**config.mk**
```make
export PLATFORM = sky130hd
export DESIGN_NAME = cdc_handshake_tx
export DESIGN_NICKNAME = d
export VERILOG_FILES = /design/src/rtl/cdc_pkg.sv /design/src/rtl/cdc_sync_bit_rstn.sv /design/src/rtl/cdc_handshake_tx.sv
export SDC_FILE = /design/constraint.sdc
export NUM_CORES = 1
export LEC_CHECK = 0
export ABC_AREA = 1
export CORE_UTILIZATION = 40
export CTS_CLUSTER_DIAMETER = 60
export DETAILED_ROUTE_END_ITERATION = 16
export GPL_TIMING_DRIVEN = 0
export HOLD_SLACK_MARGIN = 0.15
export PLACE_DENSITY = 0.85
export SYNTH_ARGS = -nofsm -noshare
export SYNTH_HDL_FRONTEND = slang
export SYNTH_SLANG_ARGS = --single-unit
```
**constraint.sdc**
```tcl
create_clock -name clk -period 4 [get_ports clk]
set_clock_uncertainty 0.15 [all_clocks]
set_input_delay 0.6 -clock clk [delete_from_list [all_inputs] [get_ports clk]]
set_output_delay 0.6 -clock clk [all_outputs]
set_load 0.02 [all_outputs]
```
**src/rtl/cdc_pkg.sv**
```systemverilog
// Shared types and constants for the toggle req/ack CDC handshake blocks.
// Contents: hs_tx_state_t source FSM states, CDC_MIN_STAGES synchronizer floor.
package cdc_pkg;

    typedef enum logic {
        IDLE,
        WAIT_ACK
    } hs_tx_state_t;

    localparam int CDC_MIN_STAGES = 2;

endpackage

```
**src/rtl/cdc_sync_bit_rstn.sv**
```systemverilog
// Single-bit N_STAGE flop synchronizer with synchronous active-low reset.
// Ports: clk, rst_n, d (async input), q (synchronized output).
module cdc_sync_bit_rstn
    import cdc_pkg::*;
#(
    parameter int N_STAGE = 2
) (
    input  logic clk,
    input  logic rst_n,
    input  logic d,
    output logic q
);

    if (N_STAGE < CDC_MIN_STAGES) begin : g_depth_chk
        $error("cdc_sync_bit_rstn: N_STAGE below CDC_MIN_STAGES");
    end

    (* ASYNC_REG = "TRUE" *) logic [N_STAGE-1:0] sync_q;

    always_ff @(posedge clk) begin
        if (!rst_n) begin
            sync_q <= '0;
        end else begin
            sync_q <= {sync_q[N_STAGE-2:0], d};
        end
    end

    assign q = sync_q[N_STAGE-1];

endmodule

```
**src/rtl/cdc_handshake_tx.sv**
```systemverilog
// Source end of a two-phase toggle CDC handshake carrying one WIDTH-bit word.
// Ports: clk, rst_n; s_data/s_valid/s_ready upstream; xfer_data/req_toggle
// to destination; ack_toggle from destination; busy, done, xfer_count,
// err_spurious status.
module cdc_handshake_tx
    import cdc_pkg::*;
#(
    parameter int WIDTH   = 32,
    parameter int N_STAGE = 2,
    parameter int CNT_W   = 16
) (
    input  logic             clk,
    input  logic             rst_n,
    input  logic [WIDTH-1:0] s_data,
    input  logic             s_valid,
    output logic             s_ready,
    output logic [WIDTH-1:0] xfer_data,
    output logic             req_toggle,
    input  logic             ack_toggle,
    output logic             busy,
    output logic             done,
    output logic [CNT_W-1:0] xfer_count,
    output logic             err_spurious
);

    hs_tx_state_t state_q;
    hs_tx_state_t state_d;
    logic         ack_sync;
    logic         ack_match;
    logic         accept;
    logic         complete;
    logic         spurious;

    cdc_sync_bit_rstn #(
        .N_STAGE(N_STAGE)
    ) u_ack_sync (
        .clk  (clk),
        .rst_n(rst_n),
        .d    (ack_toggle),
        .q    (ack_sync)
    );

    // Destination has caught up when its ack phase equals our req phase.
    assign ack_match = (ack_sync == req_toggle);

    always_comb begin
        state_d  = state_q;
        s_ready  = 1'b0;
        busy     = 1'b0;
        accept   = 1'b0;
        complete = 1'b0;
        spurious = 1'b0;
        unique case (state_q)
            IDLE: begin
                s_ready  = 1'b1;
                accept   = s_valid;
                spurious = !ack_match;
                if (s_valid) begin
                    state_d = WAIT_ACK;
                end
            end
            WAIT_ACK: begin
                busy     = 1'b1;
                complete = ack_match;
                if (ack_match) begin
                    state_d = IDLE;
                end
            end
            default: state_d = IDLE;
        endcase
    end

    always_ff @(posedge clk) begin
        if (!rst_n) begin
            state_q      <= IDLE;
            xfer_data    <= '0;
            req_toggle   <= 1'b0;
            done         <= 1'b0;
            xfer_count   <= '0;
            err_spurious <= 1'b0;
        end else begin
            state_q <= state_d;
            done    <= complete;
            // Data and req flip on the same edge so data is never newer.
            if (accept) begin
                xfer_data  <= s_data;
                req_toggle <= ~req_toggle;
            end
            if (complete) begin
                xfer_count <= xfer_count + CNT_W'(1);
            end
            if (spurious) begin
                err_spurious <= 1'b1;
            end
        end
    end

endmodule

```
==> impl_results.md <==
* # IOs at 89
* Slowest-stage cell, CP: clkdlybuf4s50_1
* Mux cell area share after synthesis at 0%
* Syn. warnings at 0
* Seq/Total Area, Yosys at 49.6%
* Antenna violations before repair at 0
* Final hold vios at 0
* CTS tree: built
* Cells after Synth at 304
* Crit end category: primary output
* Worst-Skew Late Latency at roughly 0.30 ns
* Pwr per Cell Area at 363 nW/µm²
* Cts bufs inserted at 5
* Placed Area at about 3100 µm²
* Final instance area at between 3000 and 4000 µm²
* CTS max path bufs at 2
* DR pass1 iterations at 4
* Pin count of the biggest net entering global routing at 17
* Die area at 5750 µm²
* Synth Area in Simple Gates at 31.4%
* Layout area overhead at 49.5%
* Port bufs at just under 90
* # setup viols final at 0
* # nets final at 436
* Switching pwr at around 0.00031 W
* Mapped Nets at 341
* Setup_tns at 0 ns
* Synth Area per Inst at around 7 µm²
* Via count at 2174
* Clk slew on worst S/H paths at ~0.09 ns
* # clock sinks at between 50 and 60
* Layout cell share with drive strength beyond 1 at under 10%
* Dpl hpwl at 4090 µm
* DR vias/cell at between 4 and 5
* H-tree depth at 2
* Die Y-Extent at about 76 µm
* Comb pwr share at 19.6%
* Final period util at 55.4%
* Critical path data required time at 3.25 ns
* Synthesis-stage register bit count at 54
* Cts repair resizes at 0
* Die width at 75.8 µm
* Worst setup margin at 1.78 ns
* Largest family of logic cells by synthesized area: simple AND/OR/NAND/NOR gates
* DRC Markers at 0
* Largest stage delay, worst path at 0.67 ns
* Post-Synth Adder-Cell Area at less than 1%
* Dpl ws at 1.86 ns
* Worst slew margin at 69.0%
* N_diodes at 0
* All-Layer GR Usage at 18.3%
* Critical path peak fanout at 6
* Status: finished, final reports clean
* Row cnt at 26
* Synth Cell Area at around 2200 µm²
* CP Launch Type: flip-flop
* Top Family by Delay on Critical Path: buffers and inverters
* First-pass GRT wire length at about 8000 µm
* Leakage at 1.31 nW
* Worst hold-check path type: reg -> reg
* Unrepaired setup endpoints after global routing: no
* Pint at ~0.00087 W
* Cts hold-fix bufs at 0
* Xor and xnor area share after synthesis at 0.402%
* WL/cell at approximately 12 µm
* CORE AREA at 5170 µm²
* Clock network fraction of total power at 30.5%
* # Post-CTS Setup Buffers at 0
* Max-slew violations at 0
* Initial drt markers at roughly 100
* Fmax achieved at 0.451 GHz
* Crit path kind: reg -> out
* Compound-cell area share of the yosys netlist at between 10% and 20%
* VDD IR max at 0.162 mV
* Worst-path cell chain: clkdlybuf4s50_1
* Post-DRT Antenna Nets at 0
* Max Cap Violations at 0
* Switching Share at 26.3%
* Total grt overflow at 0
* Worst Tran Pin Value at 0.466 ns
* Sequential share of power at 49.9%
* Root Buffer: clkbuf_8
* Number of distinct library cells after synthesis at 23
* WP data arrival at 1.47 ns
* Vias in the first global route at 1829
* Min Tclk post-route at 2.22 ns
* Final wirelength at approximately 5500 µm
* RD Place Congestion at 0.856
* Initial Util at a little over two fifths
* CP Buf/Inv Count at 1
==> layout make-up <==
type,count,area [µm²]
Clock inverter,2,37.5
Buffer,11,48.8
Multi-Input combinational cell,210,941
Sequential cell,54,1080
Timing Repair Buffer,88,881
Fill cell,457,1910
Tap cell,70,87.6
Inverter,29,109
Clock buffer,6,72.6
==> cells by family (layout without fill, tap and decap cells) <==
| family | after synthesis | in the layout |
|---|---|---|
| AOI/OAI and AO/OA | 46 | 46 |
| DFF | 54 | 54 |
| buffers and inverters | 40 | 136 |
| xor gates and xnor gates | 1 | 1 |
| adders and majority gates | 1 | 1 |
| and+or+nand+nor | 162 | 162 |
==> stage by stage <==
step,utilization [%],total power (W),instances,hold slack (ns)
after global placement,60.9,0.000831,462,0.263
after floorplan,-,0.000716,304,0.240
after CTS,63.0,0.00120,470,0.286
after global routing,63.0,0.00125,470,0.323
final,63.0,0.00118,470,0.285
after detailed placement,60.9,0.000836,462,0.263
==> cell usage after synthesis <==
cell | number | area share [%]
nand4_1 | 6 | 1.7
xnor2_1 | 1 | 0.40
clkbuf_1 | 4 | 0.69
o21ai_0 | 35 | 8.0
nor2_4 | 2 | 1.0
nand3_1 | 10 | 2.3
nor2_1 | 92 | 16
nor2_2 | 1 | 0.29
nand2_1 | 41 | 7.1
clkbuf_2 | 1 | 0.23
o21ai_1 | 3 | 0.69
ha_1 | 1 | 0.57
a21oi_1 | 6 | 1.4
buf_2 | 5 | 1.1
nor3_1 | 4 | 0.92
dfxtp_1 | 54 | 50
o21a_1 | 1 | 0.34
nand2_2 | 5 | 1.4
buf_1 | 1 | 0.17
a211oi_1 | 1 | 0.34
inv_2 | 2 | 0.34
nand3_4 | 1 | 0.80
inv_1 | 27 | 4.6
==> cells in the final DEF, fill, tap and decap left out <==
| master | instances |
|---|---|
| nor2_1 | 92 |
| clkdlybuf4s50_1 | 88 |
| dfxtp_1 | 54 |
| nand2_1 | 41 |
| o21ai_0 | 35 |
| inv_1 | 27 |
| nand3_1 | 10 |
| a21oi_1 | 6 |
| nand4_1 | 6 |
| nand2_2 | 5 |
| buf_2 | 5 |
| clkbuf_1 | 5 |
| clkbuf_8 | 5 |
| nor3_1 | 4 |
| o21ai_1 | 3 |
| inv_2 | 2 |
| nor2_4 | 2 |
| clkbuf_2 | 1 |
| buf_1 | 1 |
| nand3_4 | 1 |
| nor2_2 | 1 |
| xnor2_1 | 1 |
| a211oi_1 | 1 |
| o21a_1 | 1 |
| ha_1 | 1 |
| bufinv_16 | 1 |
| clkinvlp_4 | 1 |
==> sequential cells by signal, summed over array words and instances (netlist names) <==
name and cells:
xfer_count 16, u_ack_sync.sync_q 2, xfer_data 32, done 1, err_spurious 1, req_toggle 1, state_q 1
==> path summary, 6_finish.rpt <==
kind | start | endpoint | slack, ns | cells after the start
worst max-delay path | state_q | busy | 1.78 | 1
worst min-delay path | u_ack_sync.sync_q[0] | u_ack_sync.sync_q[1] | 0.28 | 2
worst min register to register | u_ack_sync.sync_q[0] | u_ack_sync.sync_q[1] | 0.28 | 2
worst max register to register | xfer_count[0] | xfer_count[8] | 2.31 | 8
==> worst min-delay path, cell delays in order (launching register included) <==
cell and delay (ns):
dfxtp_1 0.32, nand2_1 0.05, inv_1 0.04
==> metal layers <==
layer	GRT usage (%)	vias to the layer above	wire length, µm
met2	33.3	82	2590
li1	-	1145	-
met5	0	-	0
met1	20.2	945	2340
met3	5.82	2	512
met4	5.56	0	27
==> power groups by stage <==
stage,combinational [W],clock [W],sequential [W]
after floorplan,0.0000728,0,0.000643
after global placement,0.000229,0,0.000602
after global routing,0.000253,0.000396,0.000596
after detailed placement,0.000233,0,0.000603
after CTS,0.000234,0.000371,0.000591
final,0.000232,0.000361,0.000591
No activity file was read; power rests on OpenSTA's default activity.
